$ cat config.mk
export PLATFORM = sky130hd
export DESIGN_NAME = accumulator_processor_n
export DESIGN_NICKNAME = d
export VERILOG_FILES = /design/src/rtl/accumulator_pkg.sv /design/src/rtl/acc_sat_adder.sv /design/src/rtl/accumulator_processor_n.sv
export SDC_FILE = /design/constraint.sdc
export NUM_CORES = 1
export LEC_CHECK = 0
export CORE_ASPECT_RATIO = 1.1
export CORE_MARGIN = 2
export CORE_UTILIZATION = 25
export DETAILED_ROUTE_END_ITERATION = 8
export GPL_TIMING_DRIVEN = 0
export MAX_ROUTING_LAYER = met4
export PLACE_DENSITY = 0.47
export SETUP_SLACK_MARGIN = 0.15
export SLEW_MARGIN = 20
export SYNTH_ARGS = -nofsm -noshare
export SYNTH_HDL_FRONTEND = slang
export SYNTH_HIERARCHICAL = 1
export SYNTH_SLANG_ARGS = --single-unit
$ cat constraint.sdc
create_clock -name clk -period 7.55 [get_ports clk]
set_input_delay 1.51 -clock clk [delete_from_list [all_inputs] [get_ports clk]]
set_output_delay 1.51 -clock clk [all_outputs]
set_load 0.03 [all_outputs]
$ cat src/rtl/accumulator_pkg.sv
// Shared encodings for the N-operand accumulator processor: bus commands,
// one-hot FSM states and the operand-counter width helper.
package accumulator_pkg;

  localparam int unsigned OP_W    = 2;
  localparam int unsigned STATE_W = 7;

  typedef enum logic [OP_W-1:0] {
    NOP   = 2'b00,
    FETCH = 2'b01,
    SEND  = 2'b10
  } op_e;

  typedef enum logic [STATE_W-1:0] {
    IDLE    = 7'b0000001,
    REQF    = 7'b0000010,
    FETCH_S = 7'b0000100,
    ACC     = 7'b0001000,
    REQS    = 7'b0010000,
    SEND_S  = 7'b0100000,
    DONE    = 7'b1000000
  } state_e;

  // Counter must hold values 0..num_ops.
  function automatic int unsigned count_width(input int unsigned num_ops);
    return $clog2(num_ops + 1);
  endfunction

endpackage

$ cat src/rtl/acc_sat_adder.sv
// Unsigned DATA_W-bit adder with carry-out; optionally clamps to all-ones
// when the true sum does not fit.
module acc_sat_adder #(
  parameter int unsigned DATA_W   = 32,
  parameter int unsigned SAT_MODE = 0
) (
  input  logic [DATA_W-1:0] a,
  input  logic [DATA_W-1:0] b,
  output logic [DATA_W-1:0] sum_c,
  output logic              carry_c
);

  logic [DATA_W:0] full;

  assign full    = {1'b0, a} + {1'b0, b};
  assign carry_c = full[DATA_W];

  if (SAT_MODE != 0) begin : g_sat
    assign sum_c = full[DATA_W] ? '1 : full[DATA_W-1:0];
  end else begin : g_wrap
    assign sum_c = full[DATA_W-1:0];
  end

endmodule

$ cat src/rtl/accumulator_processor_n.sv
// Bus-master that fetches NUM_OPS operands over a request/grant bus,
// accumulates them (wrap or saturate) and writes the sum back.
module accumulator_processor_n
  import accumulator_pkg::*;
#(
  parameter int unsigned DATA_W   = 32,
  parameter int unsigned NUM_OPS  = 2,
  parameter int unsigned SAT_MODE = 0
) (
  input  logic               clk,
  input  logic               reset,
  input  logic               start,
  output logic [OP_W-1:0]    op,
  input  logic               signal,
  input  logic [DATA_W-1:0]  read,
  output logic [DATA_W-1:0]  write,
  output logic               req,
  input  logic               grant,
  output logic               done,
  output logic               ovf,
  output logic [STATE_W-1:0] state
);

  localparam int unsigned          CNT_W = count_width(NUM_OPS);
  localparam logic [CNT_W-1:0]     LAST  = CNT_W'(NUM_OPS - 1);

  state_e              state_q, state_d;
  op_e                 op_q, op_d;
  logic [DATA_W-1:0]   acc_q, acc_d;
  logic [DATA_W-1:0]   opnd_q, opnd_d;
  logic [DATA_W-1:0]   write_q, write_d;
  logic [CNT_W-1:0]    cnt_q, cnt_d;
  logic                ovf_q, ovf_d;
  logic                req_q, req_d;
  logic                done_q, done_d;
  logic [DATA_W-1:0]   sum_c;
  logic                carry_c;

  acc_sat_adder #(
    .DATA_W  (DATA_W),
    .SAT_MODE(SAT_MODE)
  ) u_add (
    .a      (acc_q),
    .b      (opnd_q),
    .sum_c  (sum_c),
    .carry_c(carry_c)
  );

  always_ff @(posedge clk or negedge reset) begin
    if (!reset) begin
      state_q <= IDLE;
      op_q    <= NOP;
      acc_q   <= '0;
      opnd_q  <= '0;
      write_q <= '0;
      cnt_q   <= '0;
      ovf_q   <= 1'b0;
      req_q   <= 1'b0;
      done_q  <= 1'b0;
    end else begin
      state_q <= state_d;
      op_q    <= op_d;
      acc_q   <= acc_d;
      opnd_q  <= opnd_d;
      write_q <= write_d;
      cnt_q   <= cnt_d;
      ovf_q   <= ovf_d;
      req_q   <= req_d;
      done_q  <= done_d;
    end
  end

  // Next state and datapath; bus outputs are then decoded from the next state
  // so the registered outputs line up with the state they belong to.
  always_comb begin
    state_d = state_q;
    acc_d   = acc_q;
    opnd_d  = opnd_q;
    cnt_d   = cnt_q;
    ovf_d   = ovf_q;
    write_d = write_q;
    op_d    = NOP;
    req_d   = 1'b0;
    done_d  = 1'b0;

    case (state_q)
      IDLE: begin
        if (start) begin
          state_d = REQF;
          acc_d   = '0;
          cnt_d   = '0;
          ovf_d   = 1'b0;
          write_d = '0;
        end
      end
      REQF: begin
        if (grant) state_d = FETCH_S;
      end
      FETCH_S: begin
        if (signal) begin
          opnd_d  = read;
          state_d = ACC;
        end else if (!grant) begin
          state_d = REQF;
        end
      end
      ACC: begin
        acc_d   = sum_c;
        ovf_d   = ovf_q | carry_c;
        cnt_d   = cnt_q + CNT_W'(1);
        state_d = (cnt_q == LAST) ? REQS : REQF;
      end
      REQS: begin
        if (grant) state_d = SEND_S;
      end
      SEND_S: begin
        if (signal) state_d = DONE;
        else if (!grant) state_d = REQS;
      end
      DONE: begin
        state_d = IDLE;
      end
      default: begin
        state_d = IDLE;
      end
    endcase

    case (state_d)
      REQF: begin
        req_d = 1'b1;
      end
      FETCH_S: begin
        req_d = 1'b1;
        op_d  = FETCH;
      end
      REQS: begin
        req_d   = 1'b1;
        write_d = acc_d;
      end
      SEND_S: begin
        req_d   = 1'b1;
        op_d    = SEND;
        write_d = acc_d;
      end
      DONE: begin
        done_d = 1'b1;
      end
      default: ;
    endcase
  end

  assign op    = op_q;
  assign write = write_q;
  assign req   = req_q;
  assign done  = done_q;
  assign ovf   = ovf_q;
  assign state = state_q;

endmodule

==> summary.txt <==
Synth
  – Synth Net Count: 705
  – Seq cells post-synth: 110
  – Syn Std Cell Area: 6330 um2
  – Post-synth EDFFs: 0
  – Ys flop type: dfrtp_1
  – Syn Area/Cell: around 10 um2
  – Register area share after synthesis: 43.5%
  – Mux contribution to synthesized area: under 10%
  – Synth Area in Compound Gates: 22.2%
  – Synth area leaders: dfrtp_1 43%, ha_1 6.5%, mux2_2 5.7%, nand2_1 5.0%, a22o_1 4.3%
  – Post-synth ARST share: 100%
  – Synth Area in Simple Gates: 13.3%
  – Synth top area share: 43.1%
  – Post-Syn Instances: 634
  – Adder-Cell Fraction of Synth Area: slightly below 7%
  – Synth cell types: 63
  – Area leader, netlist: dfrtp_1
  – Yosys warning total: 6
  – Synth Area in XOR/XNOR: 4.15%
  – Largest family of logic cells by synthesized area: compound AO/OA/AOI/OAI gates

Route
  – Vias: 5,173
  – DRC viols: 0
  – Initial DRC count: 244
  – TritonRoute pass-1 iters: 4
  – Vias per cell: 4.95
  – WL final: 18,100 um
  – Antenna Nets Post-Route: 0
  – WL/cell: about 17 um

Critical path
  – Critical Path End Type: flip-flop
  – Count of buffer and inverter cells on the critical path: 3
  – Critical Path RT: 7790 ps
  – Startpoint types: input pin
  – CP top delay family: buffers and inverters
  – Worst path cell trace: clkdlybuf4s50_1 -> a21oi_1 -> a2111o_1 -> clkbuf_1 -> clkbuf_1 -> mux2_2
  – Slowest cell on crit path: clkbuf_1
  – R2R Path Start: acc_q[0]
  – CP dominant cell by count: clkbuf_1
  – Critical Path Max Stage Delay: 630 ps
  – Setup CP Type: input pin to flip-flop
  – CP startpoint: signal
  – Crit Path Max Fanout: 10
  – CP arrival: roughly 3800 ps

Clocking
  – CTS Buf Count: 9
  – Count of hold-fix buffers inserted at cts: 0
  – Worst-path clk slew: 70 ps
  – CTS Buffer Depth: 2
  – Htree depth: 3
  – Total setup buffers inserted after CTS: 0
  – Clk_lat worst skew: approximately 350 ps
  – Clock Sinks: 110
  – CTS root buf: clkbuf_16
  – Post-CTS Resized: 0
  – CTS tree: built

Placed design
  – Global placement routability congestion: 0.830
  – PortBufs: 79
  – DP Wirelength: 13,400 um
  – Pre-CTS WS: 3540 ps

Layout
  – Commonest non-fill, non-tap cell in the layout: dfrtp_1
  – Number of diodes: 0
  – Reg area: ~2800 um2
  – Footprint of the multi-input gates: roughly 3300 um2
  – Fillers: 2,604
  – Final net count: 796
  – Share of cells above drive strength 1: around 11%
  – Commonest cells after routing, fill and taps aside: 109 x dfrtp_1, 84 x nand2_1, 78 x clkdlybuf4s50_1
  – Area grow syn2layout: 24.4%

Global route
  – Gr busiest metal: met2
  – Met3 Use GR: 2.28%
  – Met2 Use GR: 23.5%
  – Overall routing resource usage: 14.5%
  – First-pass GRT wire length: roughly 30,000 um
  – Largest net degree at the start of global routing: 60
  – GRT overflow: 0
  – Number of global-route vias before repair: 5,325
  – Initial antenna violation count: 0
  – Grt met1 use: 19.5%

Floorplan
  – Core Region: 25,100 um2
  – Starting Density: 25.2%
  – Placement Rows: 61
  – Total die area: 26,600 um2
  – Die height: about 170 um
  – I/O pin count: 81
  – Die width: 156 um

Timing
  – RSZ-0062 raised after global routing: no
  – Final slew viol count: 0
  – # setup viols final: 0
  – Slew margin rel.: around half
  – Final setup skew: between 7 and 8 ps
  – Final period utilization: 47.5%
  – Worst-margin pin slew: 735 ps
  – Final Hold Fails: 0
  – Worst hold slack: 498 ps
  – Worst setup margin: roughly 4000 ps
  – Min Tclk post-route: ~3600 ps
  – Fmax achieved: between 200 and 300 MHz
  – Setup TNS: 0 ps

Status
  – Run status: completed

Pwr
  – Pwr dens: about 250 nW/um2
  – Leak pwr: between 3 and 4 nW
  – Max IR drop VDD: 0.000116 V

Hold path
  – Tightest Hold Check Type: flip-flop to flip-flop
  – Hold Startpoint: cnt_q[1]

Run
  – Max-Cap Viols: 0
[synthesized netlist by cell type, types with 3 or more instances]
library cell  number
a21oi_1           35
a221oi_2           3
xor2_1            11
nor3_1             9
and3_1             7
o21ai_0           46
nor2b_1            4
nand2_1           84
nor2_1            22
ha_1              33
nand4_1            8
o21ai_1            8
nand3b_1           3
o21a_1             6
mux2_2            32
nand2b_1           5
o21bai_1           3
a21o_1             9
nand3_1           11
inv_1              9
xnor2_1           19
o211ai_1          35
dfrtp_1          109
a22o_1            31
buf_6              6
buf_2             10
clkbuf_1          26
nor4b_1            4
[stage by stage]
step,instance area [um2],util [%],std cells,total power [W]
after floorplan,6330,-,634,0.00121
final,7880,31.4,1045,0.00193
after CTS,7880,31.4,1045,0.00196
after global routing,7880,31.4,1045,0.00206
after detailed placement,7550,30.1,1029,0.00141
after global placement,7520,29.9,1028,0.00141
[metal layers]
layer	share of wire [%]	vias to the layer above	wire length [um]
met2	47	106	8510
met3	3.5	7	625
met4	0.56	0	102
met5	0	-	0
li1	-	2513	-
met1	49	2547	8880
[power by group]
| group | switching, W | internal, W |
|---|---|---|
| Clock | 0.000227 | 0.000309 |
| Combinational | 0.000373 | 0.000265 |
| Sequential | 0.0000711 | 0.000686 |
[area by class of cell]
class	instances	area share, %
repair buffers	80	10.4
plain buffers	44	2.92
clock inverters	5	1.03
flip-flops and latches	110	34.9
clock buffers	11	3.21
well taps	315	5.00
inverters	9	0.429
multi-input cells	471	42.1
[flip-flops by register name (all words and copies together), names as in the netlist]
register,count
acc_q,32
opnd_q,32
write,32
done,1
op,2
req,1
state,7
ovf,1
cnt_q,2
[final timing paths]
check	endpoint	slack, ps	depth (start not counted)
worst min-delay path	cnt_q[1]	500	1
worst max register to register	ovf	4420	11
min in group asynchronous	state[6]	1100	1
worst min register to register	cnt_q[1]	500	1
max in group asynchronous	opnd_q[14]	5780	2
worst max-delay path	opnd_q[14]	3970	6
[cells by family after synthesis]
group	count (synthesis)
and+or+nand+nor	174
buffers and inverters	53
muxes	33
DFF	110
adders and majority gates	34
xor gates and xnor gates	30
AOI/OAI and AO/OA	200
No activity file was read; power rests on OpenSTA's default activity.
